--- config.mk ---
export PLATFORM = sky130hd
export DESIGN_NAME = mem_arbiter
export DESIGN_NICKNAME = d
export VERILOG_FILES = /design/src/rtl/mem_arbiter.sv
export SDC_FILE = /design/constraint.sdc
export NUM_CORES = 1
export LEC_CHECK = 0
export BUFFER_PORTS_ARGS = -buffer_cell sky130_fd_sc_hd__buf_2
export CAP_MARGIN = 20
export CORE_ASPECT_RATIO = 1.75
export CORE_MARGIN = 5
export CORE_UTILIZATION = 31
export DETAILED_ROUTE_END_ITERATION = 6
export PLACE_DENSITY_LB_ADDON = 0.2
export SYNTH_ARGS = -nofsm -noshare
export SYNTH_HDL_FRONTEND = slang
export SYNTH_SLANG_ARGS = --single-unit
--- constraint.sdc ---
create_clock -name clk -period 1.46 [get_ports clk]
set_input_delay 0.073 -clock clk [delete_from_list [all_inputs] [get_ports clk]]
set_output_delay 0.073 -clock clk [all_outputs]
set_load 0.1 [all_outputs]
--- src/rtl/mem_arbiter.sv ---
`timescale 1ns/1ps
// mem_arbiter: shares one fixed-latency, single-ported memory between I-cache
// and D-cache miss traffic. One access in flight at a time; a one-cycle done
// pulse (with read data on reads) goes back to the port that owned the access.
// Optional feature: define MEM_ARB_RR_EN to alternate grants on simultaneous
// requests (last_owner register); otherwise D always beats I.
module mem_arbiter #(
    parameter int MEM_LAT = 4,
    parameter int AW      = 16,
    parameter int DW      = 16
) (
    input  logic          clk,
    input  logic          rst,
    input  logic          i_req,
    input  logic [AW-1:0] i_addr,
    output logic          i_done,
    output logic [DW-1:0] i_rdata,
    input  logic          d_req,
    input  logic          d_wr,
    input  logic [AW-1:0] d_addr,
    input  logic [DW-1:0] d_wdata,
    output logic          d_done,
    output logic [DW-1:0] d_rdata,
    output logic          mem_en,
    output logic          mem_wr,
    output logic [AW-1:0] mem_addr,
    output logic [DW-1:0] mem_wdata,
    input  logic [DW-1:0] mem_rdata,
    output logic [1:0]    owner,
    output logic          busy
);

    // A one-cycle memory still needs a 1-bit counter that simply stays at zero.
    localparam int            CW       = (MEM_LAT > 1) ? $clog2(MEM_LAT) : 1;
    localparam logic [CW-1:0] CNT_INIT = CW'(MEM_LAT - 1);

    typedef enum logic [1:0] {
        IDLE,
        BUSY_I,
        BUSY_D
    } state_t;

    state_t        state;
    logic [CW-1:0] cnt;
    logic          wr_lat;
    logic          last_cycle;
    logic          arb_open;
    logic          grant_d;
    logic          grant_i;

    // The completing cycle re-arbitrates exactly like IDLE, so there is no bubble.
    assign last_cycle = (state != IDLE) && (cnt == '0);
    assign arb_open   = (state == IDLE) || last_cycle;

`ifdef MEM_ARB_RR_EN
    logic last_owner;   // 0 = I, 1 = D

    // On a tie, grant the port that did not own the previous access.
    always_comb begin
        grant_d = d_req && (!i_req || !last_owner);
        grant_i = i_req && !grant_d;
    end

    // Remember who was granted last; starts as I so the first tie goes to D.
    always_ff @(posedge clk or negedge rst) begin
        if (!rst) begin
            last_owner <= 1'b0;
        end else if (arb_open && (grant_d || grant_i)) begin
            last_owner <= grant_d;
        end
    end
`else
    // Fixed priority: D wins whenever both request.
    always_comb begin
        grant_d = d_req;
        grant_i = i_req && !d_req;
    end
`endif

    // Access sequencer: grant, latch the request, strobe memory once, count latency.
    always_ff @(posedge clk or negedge rst) begin
        if (!rst) begin
            state     <= IDLE;
            cnt       <= '0;
            wr_lat    <= 1'b0;
            mem_en    <= 1'b0;
            mem_wr    <= 1'b0;
            mem_addr  <= '0;
            mem_wdata <= '0;
        end else begin
            mem_en <= 1'b0;
            mem_wr <= 1'b0;
            if (arb_open) begin
                if (grant_d) begin
                    state     <= BUSY_D;
                    cnt       <= CNT_INIT;
                    wr_lat    <= d_wr;
                    mem_en    <= 1'b1;
                    mem_wr    <= d_wr;
                    mem_addr  <= d_addr;
                    mem_wdata <= d_wdata;
                end else if (grant_i) begin
                    state     <= BUSY_I;
                    cnt       <= CNT_INIT;
                    wr_lat    <= 1'b0;
                    mem_en    <= 1'b1;
                    mem_addr  <= i_addr;
                    mem_wdata <= '0;
                end else begin
                    state <= IDLE;
                    cnt   <= '0;
                end
            end else begin
                cnt <= cnt - CW'(1);
            end
        end
    end

    // Completion and data returns decode registered state only.
    assign i_done  = (state == BUSY_I) && (cnt == '0);
    assign d_done  = (state == BUSY_D) && (cnt == '0);
    assign i_rdata = i_done ? mem_rdata : '0;
    assign d_rdata = (d_done && !wr_lat) ? mem_rdata : '0;
    assign owner   = {state == BUSY_D, state == BUSY_I};
    assign busy    = (state != IDLE);

endmodule
# --- After elaboration in Yosys (flattened, before gate mapping) ---
# Index checks and enable logic that the tools add are counted.
word_totals:
  output_inout_bits: 71
  wordCells: 41
  in_bits: 69
  register_bits: 39
op_classes:
  n_addsub: 1
  muxes: 18
  n_eq_ne: 2
  reduce_logical: 13
op_table:
  columns: ["operator", "count"]
  rows:
  - ["16-bit two-way mux", 6]
  - ["1-bit two-way mux", 8]
  - ["2-bit two-way mux", 4]
  - ["1-bit logical AND", 5]
  - ["2-bit logical NOT", 2]
  - ["2-bit nonzero test", 2]
  - ["2-bit by 1-bit == test with 1-bit output (second input constant)", 1]
  - ["2-bit == test (second input constant)", 1]
  - ["1-bit logical NOT", 2]
  - ["2-bit AND reduction", 1]
  - ["2-bit by 1-bit subtractor with 2-bit output (second input constant)", 1]
  - ["1-bit logical OR", 1]

# --- Depth between registers and ports, before layout ---
# Gate-level depths: netlist (run 1).
logic_depth:
  ltp_word: 5
  ltp_mapped: 6
  mapped_depth_nobuf: 5

# --- Least setup slack after synthesis (run 1) ---
# OpenSTA, ideal clock, no wires.
synth_timing:
  path_type: "register to output"
  startpoint: "register cnt[0]"
  endpoint: "output port d_rdata[10]"
  required_time_ns: 1.387
  stages_incl_launch_ff: 7
  path_buffers: 1
  path_slack_ns: -1.292
  t_arrival_ns: 2.679
  path_cell_list: "dfrtp_1 inv_1 ha_1 and3b_1 and2b_4 buf_4 and2_1"
synth_via:
  elab_chain_len: 4
synth_lines:
  columns: ["item", "line", "rtl"]
  rows:
  - ["start, declared", "44", "logic [CW-1:0] cnt;"]
  - ["start signal, assigned", "114", "cnt <= cnt - CW'(1);"]
  - ["2-bit logical NOT", "121", "assign d_done = (state == BUSY_D) && (cnt == '0);"]
  - ["1-bit logical AND", "121", null]
  - ["named net d_done", "22", "output logic d_done,"]
  - ["1-bit logical AND", "123", "assign d_rdata = (d_done && !wr_lat) ? mem_rdata : '0;"]
  - ["16-bit two-way mux", "123", null]
  - ["end, declared", "23", "output logic [DW-1:0] d_rdata,"]
# The timed path passes the listed nets, and every way through them passes these cells.

# --- Final worst setup path (run 1) ---
layout_timing:
  startpoint: "register cnt[1]"
  endpoint: "output port d_rdata[6]"
layout_via:
  elab_chain_len: 4
layout_lines:
  columns: ["item", "line"]
  rows:
  - ["2-bit logical NOT", "121"]
  - ["1-bit logical AND", "121"]
  - ["1-bit logical AND", "123"]
  - ["16-bit two-way mux", "123"]
# No other way between the ends.

==> results.json, run 1 <==
{
  "skew_ps": 5.58,
  "core_sq_um": 6280,
  "met1_length_mm": 2.04,
  "synth_top_cell_by_area": "dfrtp_1",
  "drt_pass1_iterations": 4,
  "async_reset_ff_frac": 1.00,
  "layout.cells.non_filler": 397,
  "port_buffers": 139,
  "start_util": 0.319,
  "start_kind": "flip-flop",
  "grt_pass1_vias": 1991,
  "cts_tree": "done",
  "synthCells": 152,
  "hpwlAfterDp_mm": 4.84,
  "timing.final.crit_share": 1.16,
  "dpl_cell_area_sq_um": 3510,
  "die_x_um": 70.8,
  "topRoutingLayerUsed": "met4",
  "vias_per_cell": 4.71,
  "clock_sinks": 39,
  "relSlewSlack": 0.668,
  "wl_met3_um": 492,
  "synth-compound-area-share": 0.0980,
  "maxSlewViolCount": 0,
  "ant_nets": 0,
  "critPathCaptureType": "output port",
  "die_area_sq_um": 8240,
  "routedWlPerCell_um": 15.3,
  "nNetsFinal": 387,
  "synth_xor_area_frac": 0,
  "violations": "setup timing",
  "ys.flop_type": "dfrtp_1",
  "synthAdderAreaFrac": 0.00624,
  "clk_pin_slew_ps": 70,
  "syn_nets": 222,
  "drt-total-wl_mm": 6.09,
  "yosys_warnings": 0,
  "synth_edf_count": 0,
  "cts.htree.levels": 2,
  "status": "finished, violations left",
  "ys_top_cells_by_count": "dfrtp_1 (39), mux2_4 (19), and2_1 (18)",
  "cts_buffers": 5,
  "vias": 1868,
  "ctsLongestPathBuffers": 2,
  "synth_top_family_by_area": "multiplexers",
  "fillCellCount": 521,
  "worst_slack_ps": -229,
  "antenna_found_initial": 0,
  "worstPathMaxFanout": 8,
  "crit_type": "flip-flop to output port",
  "pre_cts_ws_ps": -47.8,
  "cts-root-buf": "clkbuf_8",
  "yosys.area_share.simple": 0.136,
  "fp.dieH_um": 116,
  "grt_max_degree": 40,
  "ys_seq_elements": 39,
  "grt_pass1_wl_mm": 9.47,
  "synth.most_common_cell": "dfrtp_1",
  "drive_above_1_share": 0.760,
  "synth_top_cell_area_share": 0.487,
  "clock_latency_ps": 280,
  "fmax_ghz": 0.592,
  "setup_tns_ps": -6280,
  "drc": 0,
  "final_area_sq_um": 3790,
  "diodes": 0,
  "io_pins": 140,
  "syn_avg_cell_area_sq_um": 13.2,
  "synthMuxAreaShare": 0.215,
  "core.rowCount": 38,
  "met2_wirelength_mm": 3.48,
  "grt_use_total": 0.145,
  "ys_seq_area_frac": 0.487,
  "finalHoldViolCount": 0,
  "area_growth_pct": 89.3,
  "gr-total-overflow": 0,
  "synth_cell_types": 24,
  "fin_crit_ps": 1690,
  "syn_area_sq_um": 2000,
  "rsz0062_at_grt": "true",
  "setup-violations-final": 66,
  "dpl.cell_count": 373,
  "place.gp.congestion": 0.757,
  "synth_area_leaders": "dfrtp_1 (49%), mux2_4 (14%), a22o_1 (7.4%)",
  "drv_cap": 0,
  "crit_required_ps": 1390,
  "worst_pin_slew_ps": 502,
  "drt_iter0_markers": 20,
  "hold_class": "input pin to flip-flop",
  "cp.arrival_ps": 1620
}
[cell usage in the layout, fill, tap and decap left out, types with 2 or more instances in the layout]
| master | count |
|---|---|
| and3_2 | 4 |
| clkbuf_8 | 6 |
| and2_4 | 17 |
| mux2_2 | 13 |
| buf_6 | 5 |
| buf_2 | 102 |
| nand2b_1 | 2 |
| dfrtp_1 | 39 |
| inv_2 | 2 |
| and3_4 | 12 |
| inv_1 | 3 |
| dlygate4sd3_1 | 9 |
| buf_4 | 11 |
| mux2_4 | 19 |
| o31ai_1 | 2 |
| a22o_1 | 17 |
| buf_12 | 41 |
[layout make-up]
type / count / area [sq um] / share of cell area
Timing Repair Buffer: 168 / 1560 / 0.411
Clock inverter: 1 / 5.00 / 0.00132
Multi-Input combinational cell: 98 / 1050 / 0.277
Clock buffer: 6 / 82.6 / 0.0218
Tap cell: 80 / 100 / 0.0264
Sequential cell: 39 / 976 / 0.257
Inverter: 5 / 18.8 / 0.00495
[path summary, 6_finish.rpt]
path	cells past startpoint	slack [ps]	to	from
setup / recovery	6	-230	d_rdata[6]	cnt[1]
hold / removal	2	10	mem_wdata[5]	d_wdata[5]
setup reg to reg	6	-80	mem_addr[4]	cnt[0]
hold reg to reg	1	500	mem_wdata[14]	mem_wdata[14]
max in group asynchronous	3	760	cnt[1]	rst
min in group asynchronous	3	370	mem_wdata[8]	rst
[kinds of logic after synthesis]
logic type	count (synthesis)
buffers and inverters	16
and+or+nand+nor	42
adders and majority gates	1
AOI/OAI and AO/OA	22
DFF	39
muxes	32
[sequential cells by signal, summed over array words and instances, names as in the netlist]
| register | flops |
|---|---|
| mem_en | 1 |
| mem_addr | 16 |
| state | 2 |
| mem_wdata | 16 |
| mem_wr | 1 |
| wr_lat | 1 |
| cnt | 2 |
[stage by stage]
step / hold WS, ps / utilization
after floorplan: -223 / -
after global placement: 147 / 0.559
after detailed placement: 151 / 0.559
after CTS: 0.869 / 0.598
after global routing: 1.33 / 0.604
final: 13.0 / 0.604
[layer usage]
metal	vias to the layer above	GRT usage
met5	-	0
met4	0	0.0427
met3	7	0.0319
met2	101	0.294
met1	891	0.142
li1	869	-
[worst max-delay path, stage by stage, from the launching register on]
cell and delay (ps):
dfrtp_1 380, inv_2 70, ha_4 130, and3b_4 200
and2b_2 230, and2_4 170, buf_12 160
[timing repair]
action / in CTS / in global routing
setup endpoints to repair: 34 / 70
pin swaps: 11 / 9
gates resized for setup: 17 / 2
buffers inserted: 2 / 4
gates cloned: 3 / 0
endpoints found under the hold margin: 46 / 1
hold buffers: 8 / 1
Power of run 1 is left out: the tool's default activity adds up to more than one toggle a clock period on the data nets, which glitch-free logic cannot reach.
==> run 2: changes to the inputs <==
Settings changed: CORE_ASPECT_RATIO 1.75 to 0.8.
==> results.json, run 2 (synthesized netlist as in run 1, its figures left out) <==
{
  "setup_tns_ps": -10980,
  "dpl_cell_area_sq_um": 3480,
  "violations": "setup timing",
  "vias_per_cell": 4.49,
  "diodes": 0,
  "gr-total-overflow": 0,
  "cts.htree.levels": 2,
  "grt_max_degree": 24,
  "cts-root-buf": "clkbuf_8",
  "fillCellCount": 509,
  "start_util": 0.316,
  "grtUsageMet1": 0.210,
  "die_x_um": 99.9,
  "cp.arrival_ps": 1670,
  "most-common-layout-cells": "buf_2 (102), buf_12 (40), dfrtp_1 (37)",
  "grt_use_met2": 0.270,
  "clock_latency_ps": 280,
  "drt_pass1_iterations": 4,
  "core_sq_um": 6340,
  "die_area_sq_um": 8180,
  "relSlewSlack": 0.671,
  "fmax_ghz": 0.573,
  "timing.final.crit_share": 1.19,
  "fin_crit_ps": 1740,
  "drc": 0,
  "hpwlAfterDp_mm": 4.91,
  "clock_sinks": 39,
  "regArea_sq_um": 978,
  "rsz0062_at_grt": "true",
  "clk_pin_slew_ps": 80,
  "final_common_cell": "buf_2",
  "drive_above_1_share": 0.778,
  "grt_most_used_layer": "met2",
  "worstPathMaxFanout": 8,
  "pre_cts_ws_ps": -60.7,
  "grtUsageMet3": 0.0306,
  "maxSlewViolCount": 0,
  "multi_input_area_sq_um": 1100,
  "core.rowCount": 26,
  "crit_required_ps": 1390,
  "fp.dieH_um": 81.9,
  "grt_use_total": 0.161,
  "ctsLongestPathBuffers": 2,
  "ant_nets": 0,
  "antenna_found_initial": 0,
  "grt_pass1_wl_mm": 10.1,
  "vias": 1815,
  "nNetsFinal": 389,
  "cts_buffers": 5,
  "cts_tree": "done",
  "setup-violations-final": 69,
  "finalHoldViolCount": 0,
  "drt_iter0_markers": 41,
  "crit_type": "flip-flop to output port",
  "routedWlPerCell_um": 17.1,
  "critPathCaptureType": "output port",
  "worst_pin_slew_ps": 497,
  "skew_ps": 3.99,
  "status": "finished, violations left",
  "drt-total-wl_mm": 6.91,
  "start_kind": "flip-flop",
  "worst_slack_ps": -285,
  "place.gp.congestion": 0.687,
  "area_growth_pct": 99.3,
  "hold_class": "input pin to flip-flop",
  "final_area_sq_um": 4000,
  "io_pins": 140,
  "final_core_util": 0.630,
  "reg_top3": "mem_addr (16), mem_wdata (16)",
  "port_buffers": 139,
  "drv_cap": 0,
  "grt_pass1_vias": 1896
}
run 2: changes by cell type in the layout (fill, tap and decap cells not counted), moves of 2 or more:
| cell | previous run | this run |
|---|---|---|
| and3_2 | 4 | 0 |
| and3_4 | 12 | 16 |
| buf_8 | 0 | 3 |
| bufinv_16 | 0 | 2 |
| clkbuf_16 | 0 | 2 |
| dfrtp_1 | 39 | 37 |
| dfrtp_2 | 0 | 2 |
| dlygate4sd3_1 | 9 | 7 |
| mux2_2 | 13 | 7 |
| mux2_4 | 19 | 25 |
run 2: per-layer routing:
layer	part of all wire	routed length [um]	vias to the layer above
li1	-	-	876
met1	0.41	2810	872
met5	0	0	-
met4	0.014	97	0
met3	0.056	387	9
met2	0.52	3620	58
run 2: cell type report:
class / count / share of cell area
well taps: 84 / 0.0263
clock buffers: 6 / 0.0182
repair buffers: 170 / 0.415
flip-flops and latches: 39 / 0.245
multi-input cells: 98 / 0.276
clock inverters: 2 / 0.0150
inverters: 5 / 0.00532
run 2: final timing paths:
kind | depth (start not counted) | to | from | slack [ps]
max reg2reg | 7 | mem_wdata[8] | cnt[0] | -200
min in group asynchronous | 2 | mem_addr[1] | rst | 260
max | 6 | d_rdata[9] | cnt[0] | -280
max in group asynchronous | 3 | mem_wdata[12] | rst | 670
min | 2 | mem_wdata[7] | d_wdata[7] | 9
min reg2reg | 1 | mem_wdata[7] | mem_wdata[7] | 500
run 2: per-stage QoR:
step / hold slack (ps) / std cells
finish: 9.33 / 404
global placement: 38.0 / 374
floorplan: -223 / 152
global route: 2.14 / 404
CTS: 1.54 / 399
detailed placement: 39.7 / 374
run 2: worst max-delay path, stage by stage (launching register included):
cell and delay (ps):
dfrtp_1 400, inv_2 70, ha_4 120, and3b_4 220
and2b_2 240, and2_4 180, buf_12 160
run 2: timing repair:
item / CTS / global route
setup buffers: 9 / 2
gates cloned: 3 / 2
gates resized for setup: 34 / 8
hold endpoints to repair: 21 / 2
pin swaps: 21 / 15
hold buffers: 5 / 2
setup endpoints to repair: 34 / 70
Power of run 2 is left out for the same reason.
